`config.mk`:
```
export PLATFORM = sky130hd
export DESIGN_NAME = nano_mem_arbiter
export DESIGN_NICKNAME = d
export VERILOG_FILES = /design/src/rtl/nano_mem_arbiter.sv
export SDC_FILE = /design/constraint.sdc
export NUM_CORES = 1
export LEC_CHECK = 0
export BUFFER_PORTS_ARGS = -buffer_cell sky130_fd_sc_hd__buf_2
export CAP_MARGIN = 20
export CORE_MARGIN = 2
export CORE_UTILIZATION = 30
export CTS_CLUSTER_SIZE = 8
export DETAILED_ROUTE_END_ITERATION = 8
export MAX_ROUTING_LAYER = met4
export SETUP_SLACK_MARGIN = 0.4
export SLEW_MARGIN = 20
export SYNTH_ARGS = -nofsm -noshare
export SYNTH_HDL_FRONTEND = slang
export SYNTH_SLANG_ARGS = --single-unit
export TNS_END_PERCENT = 50
```
`constraint.sdc`:
```
create_clock -name clock -period 1.45 [get_ports clock]
set_input_delay 0.0725 -clock clock [delete_from_list [all_inputs] [get_ports clock]]
set_output_delay 0.0725 -clock clock [all_outputs]
set_load 0.1 [all_outputs]
```
`src/rtl/nano_mem_arbiter.sv`:
```
// nano_mem_arbiter: shares one single-port memory between NanoRisc fetch (F) and
// data (D) ports. Data wins ties unless fetch has waited through MAX_DATA_STREAK
// data grants. One transaction at a time; a silent memory is cut off after
// TIMEOUT_CYCLES busy cycles and the requester still gets a ready pulse with err set.
module nano_mem_arbiter #(
   parameter int ADDR_WIDTH      = 8,
   parameter int DATA_WIDTH      = 8,
   parameter int MAX_DATA_STREAK = 4,
   parameter int TIMEOUT_CYCLES  = 15
) (
   input  logic                  clock,
   input  logic                  reset,
   input  logic                  f_req,
   input  logic [ADDR_WIDTH-1:0] f_addr,
   output logic                  f_ready,
   output logic [DATA_WIDTH-1:0] f_rdata,
   output logic                  f_err,
   input  logic                  d_req,
   input  logic                  d_we,
   input  logic [ADDR_WIDTH-1:0] d_addr,
   input  logic [DATA_WIDTH-1:0] d_wdata,
   output logic                  d_ready,
   output logic [DATA_WIDTH-1:0] d_rdata,
   output logic                  d_err,
   output logic                  mem_en,
   output logic                  mem_we,
   output logic [ADDR_WIDTH-1:0] mem_addr,
   output logic [DATA_WIDTH-1:0] mem_wdata,
   input  logic [DATA_WIDTH-1:0] mem_rdata,
   input  logic                  mem_ack,
   output logic                  busy
);

   localparam int SW = $clog2(MAX_DATA_STREAK + 1);
   localparam int TW = (TIMEOUT_CYCLES > 1) ? $clog2(TIMEOUT_CYCLES) : 1;

   typedef enum logic [2:0] {S_IDLE, S_BUSY_F, S_BUSY_D, S_RESP_F, S_RESP_D} state_t;

   state_t                state_q, state_d;
   logic [SW-1:0]         streak_q, streak_d;
   logic [TW-1:0]         timer_q, timer_d;
   logic [ADDR_WIDTH-1:0] mem_addr_q, mem_addr_d;
   logic                  mem_we_q, mem_we_d;
   logic [DATA_WIDTH-1:0] mem_wdata_q, mem_wdata_d;
   logic [DATA_WIDTH-1:0] f_rdata_q, f_rdata_d;
   logic [DATA_WIDTH-1:0] d_rdata_q, d_rdata_d;
   logic                  f_err_q, f_err_d;
   logic                  d_err_q, d_err_d;
   logic                  ack_or_timeout;

   // State and datapath registers, all cleared by the synchronous reset
   always_ff @(posedge clock) begin
      if (reset) begin
         state_q     <= S_IDLE;
         streak_q    <= '0;
         timer_q     <= '0;
         mem_addr_q  <= '0;
         mem_we_q    <= 1'b0;
         mem_wdata_q <= '0;
         f_rdata_q   <= '0;
         d_rdata_q   <= '0;
         f_err_q     <= 1'b0;
         d_err_q     <= 1'b0;
      end else begin
         state_q     <= state_d;
         streak_q    <= streak_d;
         timer_q     <= timer_d;
         mem_addr_q  <= mem_addr_d;
         mem_we_q    <= mem_we_d;
         mem_wdata_q <= mem_wdata_d;
         f_rdata_q   <= f_rdata_d;
         d_rdata_q   <= d_rdata_d;
         f_err_q     <= f_err_d;
         d_err_q     <= d_err_d;
      end
   end

   // Arbitration, transaction sequencing and response capture
   always_comb begin
      state_d        = state_q;
      streak_d       = streak_q;
      timer_d        = timer_q;
      mem_addr_d     = mem_addr_q;
      mem_we_d       = mem_we_q;
      mem_wdata_d    = mem_wdata_q;
      f_rdata_d      = f_rdata_q;
      d_rdata_d      = d_rdata_q;
      f_err_d        = f_err_q;
      d_err_d        = d_err_q;
      ack_or_timeout = mem_ack || (timer_q == TW'(TIMEOUT_CYCLES - 1));
      case (state_q)
         S_IDLE: begin
            // Data wins unless fetch has been passed over MAX_DATA_STREAK times
            if (d_req && !(f_req && streak_q == SW'(MAX_DATA_STREAK))) begin
               state_d     = S_BUSY_D;
               mem_addr_d  = d_addr;
               mem_we_d    = d_we;
               mem_wdata_d = d_wdata;
               timer_d     = '0;
               if (!f_req)
                  streak_d = '0;
               else if (streak_q != SW'(MAX_DATA_STREAK))
                  streak_d = streak_q + 1'b1;
            end else if (f_req) begin
               state_d     = S_BUSY_F;
               mem_addr_d  = f_addr;
               mem_we_d    = 1'b0;
               mem_wdata_d = '0;
               timer_d     = '0;
               streak_d    = '0;
            end
         end
         S_BUSY_F: begin
            if (ack_or_timeout) begin
               state_d = S_RESP_F;
               f_err_d = !mem_ack;
               if (mem_ack) f_rdata_d = mem_rdata;
            end else begin
               timer_d = timer_q + 1'b1;
            end
         end
         S_BUSY_D: begin
            if (ack_or_timeout) begin
               state_d = S_RESP_D;
               d_err_d = !mem_ack;
               // Stores leave the load-data register untouched
               if (mem_ack && !mem_we_q) d_rdata_d = mem_rdata;
            end else begin
               timer_d = timer_q + 1'b1;
            end
         end
         S_RESP_F, S_RESP_D: state_d = S_IDLE;
         default:            state_d = S_IDLE;
      endcase
   end

   assign mem_en    = (state_q == S_BUSY_F) || (state_q == S_BUSY_D);
   assign mem_we    = mem_en && mem_we_q;
   assign mem_addr  = mem_addr_q;
   assign mem_wdata = mem_wdata_q;
   assign f_ready   = (state_q == S_RESP_F);
   assign d_ready   = (state_q == S_RESP_D);
   assign f_err     = f_ready && f_err_q;
   assign d_err     = d_ready && d_err_q;
   assign f_rdata   = f_rdata_q;
   assign d_rdata   = d_rdata_q;
   assign busy      = (state_q != S_IDLE);

endmodule

```
After elaboration in Yosys (flattened, before gate mapping):

Cells that the tools add are included.

* $add $sub $neg: 2
* equality and inequality tests: 12
* mux-type cells: 19
* reduce and logical (&&, ||, !) cells: 24

Operators by type and width (number)
* $mux 8: 4
* $mux 3: 8
* $reduce_and 3->1: 5
* $mux 4: 3
* $pmux 3 s3: 1
* $pmux 4 s2: 1
* $eq 3x2->1 const B: 2
* $eq 3x3->1 const B: 2
* $logic_and 1x1->1: 6
* $ne 2x2->1 const B: 3
* $ne 3x3->1 const B: 2
* $reduce_and 2->1: 3
* $add 4x1->4 const B: 1
* $eq 4x4->1 const B: 1
* $reduce_bool 2->1: 2
* $add 3x1->3 const B: 1
* $eq 3x1->1 const B: 1
* $logic_not 1->1: 3
* $logic_not 3->1: 1
* $ne 3x2->1 const B: 1
* $reduce_bool 3->1: 1
* $logic_or 1x1->1: 2
* $mux 1: 2
* $reduce_or 2->1: 1

* bits in registers: 45
* input bits: 38
* logic and storage cells: 67

Logic depth before layout (Yosys ltp):

* depth in word-level cells: 6
* mapped depth: 6
* mapped depth without buffers: 5

Worst setup path before layout:

Ideal clock, no wire load.

* kind: register to output
* from: register state_q[2]
* to: output port d_err
* data arrival time: 3.711 ns
* required time: 1.378 ns
* setup slack: -2.333 ns
* cell stages (with the launch flop): 4
* buffers on the path: 1
* cells stage by stage: dfxtp_1 buf_2 nor3b_1 and2_1

* word-level cells in the longest chain between the ends: 2

Ends and longest elaborated chain
* from (decl): RTL line 39 `state_t state_q, state_d;`
* from (signal assigned): RTL line 65 `state_q <= state_d;`
* $eq 3x3->1: RTL line 142 `assign d_ready = (state_q == S_RESP_D);`
* net d_ready: RTL line 22 `output logic d_ready,`
* $logic_and 1x1->1: RTL line 144 `assign d_err = d_ready && d_err_q;`
* to (decl): RTL line 24 `output logic d_err,`

The timed path passes the listed nets, and every way through them passes these cells.

Worst setup path in the final report:

* from: register state_q[1]
* to: register streak_q[1]

* word-level cells in the longest chain between the ends: 2

Ends and longest elaborated chain
* $logic_not 3->1: RTL line 91 `case (state_q)`
* $reduce_and 3->1 (no source line)
* to (signal assigned): RTL line 66 `streak_q <= streak_d;`
* to (decl): RTL line 40 `logic [SW-1:0] streak_q, streak_d;`

Every way passes these cells.
A chain may end at the register's enable or synchronous reset.

==> run summary <==
outcome: finished, violations left
failing checks: setup timing
Clock Skew: 2.97 ps
vias per cell: 5.11
Logic pwr share: 42.1%
Crit Reg-Reg Endpoint: streak_q[1]
Place WS: -81.3 ps
Internal Power: 2.24 mW
Worst-Skew Late Latency: 300 ps
initial antenna violation count: 0
total power: 3.71 mW
Syn Std Cell Area: 2080 um^2
placed cells: 402
unrepaired setup endpoints after global routing: yes
Placed Area: 2880 um^2
Critical Path RT: 1690 ps
Pleak: 1.46 nW
Syn Inst Count: 240
H-tree Lvls: 2
Initial Util: 30.8%
Crit Reg-Reg Startpoint: state_q[1]
drt wl/cell: 14.3 um
commonest cells after routing, fill and taps aside: buf_4, buf_2, dfxtp_1
core box area: 6760 um^2
remaining antenna violation count: 0
area of the multi-input gates: 1230 um^2
post-layout min period: 1500 ps
Yosys reg bits: 45
Routed Wire Length: 6210 um
# setup viols final: 12
r2r setup slk: -50 ps
n_diodes: 0
Slew headroom: 75.3%
HP Class: in -> reg
worst setup margin: -52.6 ps
clk sinks: 45
drt pass-1 iters: 4
Seq/Total Area, Yosys: 43.3%
hold_sp: mem_rdata[5]
Worst Setup Path Type: reg -> reg
MaxCap Viol Count: 0
Vias: 2211
Net Sw Frac: 39.5%
most common cell after layout, fill and taps aside: buf_4
Post-Layout Cell Count: 433
CP arrival: 1740 ps
HPWL Detailed: 4080 um
CTS tree: yes
achievable clock frequency: 666 MHz
FP Rows: 30
DRC Markers: 0
first-pass GRT wire length: 10200 um
Syn Area/Cell: 8.66 um^2
final instance area: 3450 um^2
GRT overflow: 0
power share of the clock group: 20.6%
ratio of final minimum period to clock period: 104%
Syn Nets: 282
Layout area overhead: 65.9%
Power Density: 1070 nW/um^2
largest net degree at the start of global routing: 21
worst vdd ir: 0.564 mV
endpoints failing hold: 0
initial drt markers: 130
R2R cell count: 5
root buffer cell: clkbuf_8
warnings from Yosys: 0
Hold Path End: d_rdata[5]
crit end category: flop
chip height: 87.3 um
Critical Path Source Type: flop
hold depth: 3
Psw: 1.46 mW
Total Routing Usage GR: 17.3%
I/O pin count: 77
CP max FO: 5
final RePlAce weighted congestion: 0.797
Longest Clk Path Bufs: 2
share of layout cells above drive strength 1: 51.6%
Slew @ Worst Pin: 370 ps
max-slew violations: 0
DIE AREA: 7610 um^2
Netlist cell types: 38
Clock Pin Slew Worst Setup and Hold Paths: 80 ps
total negative setup slack: -253 ps
Seq. cell area: 923 um^2
die width: 87.3 um
vias in the first global route: 2187
IO buf count: 76
Num CTS Buffers: 5
Flop pwr share: 37.3%
Fillers: 630
fin nets: 394
worst max path at each step:
stage | from | endpoint | slack [ps] | depth (start not counted)
2_1_floorplan | state_q[2] | d_err | -420 | 3
3_3_place_gp | timer_q[0] | timer_q[0] | -50 | 6
3_5_place_dp | timer_q[0] | timer_q[1] | -80 | 6
4_1_cts | state_q[0] | d_err | -50 | 5
5_1_grt | state_q[1] | streak_q[1] | -110 | 5
6_report | state_q[1] | streak_q[1] | -50 | 5
through the flow:
step	hold WS (ps)	util (%)
3_5_place_dp	336	42.7
6_report	27.0	51.1
4_1_cts	18.1	50.2
2_1_floorplan	169	-
5_1_grt	20.9	51.1
3_3_place_gp	324	42.7
metal layers:
layer,global-route usage (%),vias to the layer above,routed length [um]
li1,-,1093,-
met1,21.5,1067,2800
met3,3.03,6,199
met4,7.69,0,93
met5,-,-,0
met2,27.5,45,3120
state kept, by name, summed over array words and instances (netlist names):
name / flops
f_err_q: 1
d_err_q: 1
mem_wdata: 8
mem_addr: 8
timer_q: 4
streak_q: 3
mem_we_q: 1
d_rdata: 8
state_q: 3
f_rdata: 8
cells by family (layout without fill, tap and decap cells):
kind of cell,Yosys count,count (layout),share of synthesized area [%]
AO/OA/AOI/OAI,62,62,17.9
flip-flops,45,45,43.3
multiplexers,19,19,9.27
AND/OR/NAND/NOR,81,81,20.9
adder cells (fa/ha/maj),4,4,2.41
buffers and inverters,28,141,5.78
XOR/XNOR,1,1,0.421
power by group through the flow:
stage	registers (mW)	clock network (mW)	logic, mW
final	1.38	0.763	1.56
after detailed placement	1.41	0	1.23
after floorplan	1.86	0	0.479
after global routing	1.40	0.839	1.63
after global placement	1.40	0	1.23
after CTS	1.38	0.790	1.53
Yosys cell counts, drive strengths merged:
cell / instances / area (um^2)
or4: 2 / 15.0
nand4b: 1 / 8.76
a21oi: 25 / 125
nand2b: 1 / 6.26
nor2: 16 / 60.1
and3: 2 / 12.5
clkinv: 1 / 3.75
clkbuf: 15 / 56.3
xnor2: 1 / 8.76
a2111oi: 1 / 8.76
mux2i: 17 / 170
buf: 6 / 37.5
nor3b: 4 / 30.0
nor3: 2 / 21.3
nand3: 11 / 55.1
ha: 4 / 50.1
a31oi: 2 / 12.5
nor4: 3 / 18.8
dfxtp: 45 / 901
nand4: 11 / 68.8
o21ai: 19 / 95.1
a211oi: 2 / 15.0
or2: 2 / 12.5
nand2: 18 / 67.6
inv: 6 / 22.5
o211a: 1 / 10.0
a211o: 1 / 8.76
mux2: 2 / 22.5
and2: 4 / 25.0
nor4bb: 1 / 10.0
and3b: 2 / 17.5
a311oi: 9 / 78.8
nor2b: 1 / 6.26
a221o: 1 / 10.0
o21a: 1 / 7.51
what timing repair did:
item                       4_1_cts  5_1_grt
buffers inserted                18        2
pin swaps                       17       14
setup endpoints to repair       84       55
gates resized for setup         78       10
hold buffers                     0        0
gates cloned                     3        0
area by class of cell:
| type | instances | area share (%) |
|---|---|---|
| Clock inverter | 2 | 0.290 |
| Inverter | 7 | 0.762 |
| Tap cell | 80 | 2.90 |
| Multi-Input combinational cell | 167 | 35.8 |
| Clock buffer | 6 | 2.10 |
| Sequential cell | 45 | 26.8 |
| Timing Repair Buffer | 126 | 31.4 |
worst max-delay path, cell delays in order (launching register included):
cell	delay (ps)
dfxtp_4	380
buf_6	120
nor3_4	190
inv_2	100
or4_4	530
a21oi_2	120
Note: power is estimated with default switching activity, not from simulation.
